[src/rtl/sb_1237_uart_pkg.sv]
// Shared state encoding and width defaults for the UART message scheduler.
package sb_1237_uart_pkg;

  typedef enum logic [1:0] {
    IDLE,
    LAUNCH,
    WAIT,
    GAP
  } sched_st_t;

  localparam int DEF_MSG_W     = 128;
  localparam int DEF_LEN_W     = 8;
  localparam int MSG_MAX_BYTES = DEF_MSG_W / 8;

endpackage

[src/rtl/sb_1237_rr_arb.sv]
// Round-robin pick among pending slots, searching from the index after `last`; purely combinational.
// Zero latency; no backpressure, the caller advances `last` only when it takes the grant.
module sb_1237_rr_arb #(
  parameter int N_REQ = 3,
  parameter int IW    = (N_REQ > 1) ? $clog2(N_REQ) : 1
) (
  input  logic [N_REQ-1:0] pending,
  input  logic [IW-1:0]    last,
  output logic             gnt_vld,
  output logic [N_REQ-1:0] gnt,
  output logic [IW-1:0]    gnt_idx
);

  always_comb begin
    logic [IW-1:0] idx;
    gnt_vld = 1'b0;
    gnt     = '0;
    gnt_idx = '0;
    idx     = '0;
    for (int k = 1; k <= N_REQ; k++) begin
      idx = IW'((int'(last) + k) % N_REQ);
      if (!gnt_vld && pending[idx]) begin
        gnt_vld  = 1'b1;
        gnt[idx] = 1'b1;
        gnt_idx  = idx;
      end
    end
  end

endmodule

[src/rtl/sb_1237_uart_msg_sched.sv]
// Shares one UART transmitter between N_REQ one-entry message slots, served round-robin; launch 2 cycles after post.
// Posts to a busy slot or with a bad length are dropped (sticky drop_err); a launch waits for done or timeout.
module sb_1237_uart_msg_sched
  import sb_1237_uart_pkg::*;
#(
  parameter int N_REQ       = 3,
  parameter int MSG_W       = DEF_MSG_W,
  parameter int LEN_W       = DEF_LEN_W,
  parameter int TIMEOUT_CYC = 2_000_000,
  parameter int GAP_CYC     = 500
) (
  input  logic                   clk,
  input  logic                   rst_n,
  input  logic [N_REQ-1:0]       req,
  input  logic [N_REQ*MSG_W-1:0] req_msg,
  input  logic [N_REQ*LEN_W-1:0] req_len,
  output logic [N_REQ-1:0]       pending,
  output logic [N_REQ-1:0]       sent,
  output logic [N_REQ-1:0]       timeout,
  output logic [N_REQ-1:0]       drop_err,
  output logic                   uart_transmit,
  output logic [MSG_W-1:0]       uart_str,
  output logic [LEN_W-1:0]       uart_len,
  input  logic                   uart_done
);

  localparam int IW        = (N_REQ > 1) ? $clog2(N_REQ) : 1;
  localparam int TW        = (TIMEOUT_CYC > 1) ? $clog2(TIMEOUT_CYC) : 1;
  localparam int GW        = (GAP_CYC > 0) ? $clog2(GAP_CYC + 1) : 1;
  localparam int MAX_BYTES = MSG_W / 8;
  localparam logic [TW-1:0] TO_LAST  = TW'(TIMEOUT_CYC - 1);
  localparam logic [GW-1:0] GAP_LAST = GW'((GAP_CYC > 1) ? GAP_CYC - 1 : 0);

  sched_st_t state, state_nxt;

  logic [MSG_W-1:0] slot_msg [N_REQ];
  logic [LEN_W-1:0] slot_len [N_REQ];

  logic [IW-1:0]    last;
  logic [N_REQ-1:0] cur_oh;
  logic [TW-1:0]    tcnt;
  logic [GW-1:0]    gcnt;

  logic             arb_vld;
  logic [N_REQ-1:0] arb_gnt;
  logic [IW-1:0]    arb_idx;

  logic             take, launch, fin_ok, fin_to;
  logic [N_REQ-1:0] pend_clr, accept;

  sb_1237_rr_arb #(
    .N_REQ (N_REQ),
    .IW    (IW)
  ) u_arb (
    .pending (pending),
    .last    (last),
    .gnt_vld (arb_vld),
    .gnt     (arb_gnt),
    .gnt_idx (arb_idx)
  );

  always_ff @(posedge clk or negedge rst_n) begin
    if (!rst_n) begin
      state <= IDLE;
    end else begin
      state <= state_nxt;
    end
  end

  always_comb begin
    state_nxt = state;
    take      = 1'b0;
    launch    = 1'b0;
    fin_ok    = 1'b0;
    fin_to    = 1'b0;
    case (state)
      IDLE: begin
        if (arb_vld) begin
          take      = 1'b1;
          state_nxt = LAUNCH;
        end
      end
      LAUNCH: begin
        launch    = 1'b1;
        state_nxt = WAIT;
      end
      WAIT: begin
        // done takes priority over a timeout landing in the same cycle
        if (uart_done) begin
          fin_ok    = 1'b1;
          state_nxt = GAP;
        end else if (tcnt == TO_LAST) begin
          fin_to    = 1'b1;
          state_nxt = GAP;
        end
      end
      GAP: begin
        if (gcnt == GAP_LAST) begin
          state_nxt = IDLE;
        end
      end
      default: state_nxt = IDLE;
    endcase
  end

  // The finishing slot is released before new posts are judged, so a repost in that cycle is taken.
  always_comb begin
    logic [LEN_W-1:0] ln;
    ln       = '0;
    pend_clr = pending & ~(cur_oh & {N_REQ{fin_ok | fin_to}});
    accept   = '0;
    for (int i = 0; i < N_REQ; i++) begin
      ln        = req_len[i*LEN_W +: LEN_W];
      accept[i] = req[i] && !pend_clr[i] && (ln != '0) && (int'(ln) <= MAX_BYTES);
    end
  end

  always_ff @(posedge clk or negedge rst_n) begin
    if (!rst_n) begin
      pending       <= '0;
      sent          <= '0;
      timeout       <= '0;
      drop_err      <= '0;
      uart_transmit <= 1'b0;
      uart_str      <= '0;
      uart_len      <= '0;
      last          <= IW'(N_REQ - 1);
      cur_oh        <= '0;
      tcnt          <= '0;
      gcnt          <= '0;
    end else begin
      pending       <= pend_clr | accept;
      drop_err      <= drop_err | (req & ~accept);
      sent          <= cur_oh & {N_REQ{fin_ok}};
      timeout       <= cur_oh & {N_REQ{fin_to}};
      uart_transmit <= launch;
      if (take) begin
        last     <= arb_idx;
        cur_oh   <= arb_gnt;
        uart_str <= slot_msg[arb_idx];
        uart_len <= slot_len[arb_idx];
      end
      if (launch) begin
        tcnt <= '0;
      end else if (state == WAIT && tcnt != TO_LAST) begin
        tcnt <= tcnt + 1'b1;
      end
      if (state != GAP) begin
        gcnt <= '0;
      end else if (gcnt != GAP_LAST) begin
        gcnt <= gcnt + 1'b1;
      end
    end
  end

  always_ff @(posedge clk or negedge rst_n) begin
    if (!rst_n) begin
      for (int i = 0; i < N_REQ; i++) begin
        slot_msg[i] <= '0;
        slot_len[i] <= '0;
      end
    end else begin
      for (int i = 0; i < N_REQ; i++) begin
        if (accept[i]) begin
          slot_msg[i] <= req_msg[i*MSG_W +: MSG_W];
          slot_len[i] <= req_len[i*LEN_W +: LEN_W];
        end
      end
    end
  end

endmodule

[config.mk]
export PLATFORM = sky130hd
export DESIGN_NAME = sb_1237_uart_msg_sched
export DESIGN_NICKNAME = d
export VERILOG_FILES = /design/src/rtl/sb_1237_uart_pkg.sv /design/src/rtl/sb_1237_rr_arb.sv /design/src/rtl/sb_1237_uart_msg_sched.sv
export SDC_FILE = /design/constraint.sdc
export NUM_CORES = 1
export LEC_CHECK = 0
export CAP_MARGIN = 10
export CORE_UTILIZATION = 46
export DETAILED_ROUTE_END_ITERATION = 12
export MAX_ROUTING_LAYER = met4
export PLACE_DENSITY = 0.87
export SYNTH_ARGS = -nofsm -noshare
export SYNTH_HDL_FRONTEND = slang
export SYNTH_SLANG_ARGS = --single-unit
export TNS_END_PERCENT = 10
[constraint.sdc]
create_clock -name clk -period 2.59 [get_ports clk]
set_input_delay 0.518 -clock clk [delete_from_list [all_inputs] [get_ports clk]]
set_output_delay 0.518 -clock clk [all_outputs]
set_load 0.01 [all_outputs]
==> metrics.yaml <==
outcome: "complete, no violations"
netlist.area_leader.share_pct: 58.91
drive_above_1_share_pct: 25.48
synth_common_cells: "dfrtp_1, mux2_2, nor2_1"
gp_congestion: 0.9118
drc: 0
yosysSeqAreaShare_pct: 59.02
p_per_area_nw_per_um2: 1205
skew_ps: 18.45
hold_violations: 0
dpl.cell_count: 3181
gr-total-overflow: 0
cpMostUsedCell: "buf_4"
cts_buffer_depth: 3
slowest_stage: "dfrtp_1"
vias: 18820
grt_pass1_vias: 20380
ys_top_cells_by_area: "dfrtp_1, mux2_2, mux2i_1"
yosys_warnings: 0
port-buffer-count: 562
worstMarginPinSlew_ps: 761.7
yosysMostFrequentCell: "dfrtp_1"
placed_area_um2: 32730
die_area_um2: 55700
start_util_pct: 46.71
fin_nets: 2985
fin_setup_tns_ps: 0
setup_viol: 0
power_mw: 42.37
design_area_um2: 35160
layout_min_cycle_time_ps: 2567
max_freq_ghz: 0.3896
synth-edff-count: 0
synth-async-reset-ratio_pct: 100.0
area_growth_pct: 39.59
initialDrtViolationCount: 1166
track_usage_pct: 28.29
synth.net_count: 2341
stdcell_count: 3316
nFillCells: 3654
worstPathCellList: "inv_1 -> ha_1 -> and4_1 -> a31oi_1 -> buf_4 -> nor2_4 -> buf_4 -> buf_16 -> mux2_2"
clock_latency_ps: 620
final.period_utilization_pct: 99.10
p_leak_nw: 14.88
ios: 563
drt_first_pass_iters: 5
synth_top_area_cell: "dfrtp_1"
cp_top_family: "buffers and inverters"
routedWlPerCell_um: 23.42
synth_ff_type: "dfrtp_1"
cap_violations: 0
rsz0062_at_grt: "true"
core_um2: 53920
cts_root_buffer: "clkbuf_16"
ir_worst_vdd_uv: 903.2
grt_max_degree: 88
crit_required_ps: 3070
path_buf_inv: 4
wl_um: 77650
grt_antenna_before_repair: 8
arrival_ps: 3050
dp_hpwl_um: 53160
relSlewSlack_pct: 48.51
ys_types: 56
cts_sinks: 594
htreeDepth: 2
min_path_type: "register to register"
die_h_um: 236
crit_type: "register to register"
worstSetupStartpointType: "register"
clkTransAtPathRegs_ps: 60
syn_area_um2: 25190
synth-seq-cells: 594
final_util_pct: 65.20
ant_nets: 0
placementRows: 85
grt_pass1_wl_um: 118900
cts_tree: "yes"
avgSynthCellArea_um2: 13.15
drv_slew: 0
via_per_inst: 5.674
die_w_um: 236
cts_buffers: 61
syn_inst: 1916
worstPathMaxFanout: 41
slowest_delay_ps: 390
end_kind: "register"
==> per-stage QoR <==
stage	hold WS, ps	worst slack (ps)
after detailed placement	460.0	-484.5
after floorplan	222.4	167.7
after global routing	477.0	-87.12
after CTS	450.6	6.877
final	479.2	23.43
after global placement	454.7	-489.8
==> power breakdown <==
part	leakage (nW)	switching, mW	internal (mW)
logic	6.48	8.56	8.66
clock network	1.03	3.77	5.55
registers	7.36	2.46	13.4
total	14.9	14.8	27.6
==> cells in the final DEF (no fill, tap or decap), types with 10 or more instances in the layout <==
cell             instances
mux2_2                 381
nand2b_1                11
clkinv_2                12
nor2_1                 148
diode_2                 10
dfrtp_1                593
inv_1                   12
a21oi_1                 13
clkbuf_16               65
o21ai_0                 15
mux2_1                  23
nand2_1                 22
buf_12                  45
buf_4                   98
mux2i_1                139
clkdlybuf4s50_1        561
nor3_1                 138
clkbuf_1                12
a211oi_1               124
a211oi_2                12
nor2b_1                 15
==> repair_timing <==
| action | CTS | global route |
|---|---|---|
| buffers inserted | 0 | 8 |
| gates cloned | 0 | 3 |
| resized for setup | 6 | 18 |
| hold buffers | 1 | 0 |
| pin swaps | 0 | 5 |
| setup endpoints to repair | 234 | 271 |
| endpoints found under the hold margin | 43 | 0 |
==> state kept, by name, summed over array words and instances (netlist names) <==
signal and cells:
tcnt 21, uart_len 8, uart_str 128, drop_err 3
timeout 3, uart_transmit 1, cur_oh 3, state 2
pending 3, slot_msg 384, sent 3, slot_len 24
gcnt 9, last 2
==> final timing paths <==
path	startpoint	endpoint	slack [ps]	depth (start not counted)
max in group asynchronous	rst_n	uart_len[3]$_DFFE_PN0P_	1180	3
min in group asynchronous	rst_n	slot_msg[154]$_DFFE_PN0P_	490	2
setup reg to reg	state[0]$_DFFE_PN0P_	slot_msg[374]$_DFFE_PN0P_	20	9
hold reg to reg	drop_err[2]$_DFF_PN0_	drop_err[2]$_DFF_PN0_	480	1
hold / removal	drop_err[2]$_DFF_PN0_	drop_err[2]$_DFF_PN0_	480	1
setup / recovery	state[0]$_DFFE_PN0P_	slot_msg[374]$_DFFE_PN0P_	20	9
==> cell families after synthesis <==
logic type	Yosys count	synth area share (%)
XOR/XNOR	10	0.3477
adder cells (fa/ha/maj)	12	0.5862
flip-flops	594	59.02
AO/OA/AOI/OAI	205	5.842
buffers and inverters	143	2.573
multiplexers	543	23.59
AND/OR/NAND/NOR	409	8.047
==> cell type report <==
type / count / area [um^2] / area share (%)
diodes: 10 / 25.02 / 0.07117
clock buffers: 83 / 1720 / 4.893
clock inverters: 30 / 409.1 / 1.164
repair buffers: 712 / 7418 / 21.10
inverters: 12 / 45.04 / 0.1281
multi-input cells: 1179 / 9804 / 27.89
well taps: 696 / 870.8 / 2.477
flip-flops and latches: 594 / 14870 / 42.28
==> routing by layer <==
layer | routed length [um] | global-route usage (%) | part of all wire [%] | vias to the layer above
met3 | 5249 | 5.886 | 6.8 | 209
met5 | 0 | - | 0 | -
met4 | 3432 | 12.32 | 4.4 | 0
met2 | 39140 | 46.79 | 50 | 753
met1 | 29830 | 33.41 | 38 | 9631
li1 | - | - | - | 8222
(Power assumes the default switching activity.)
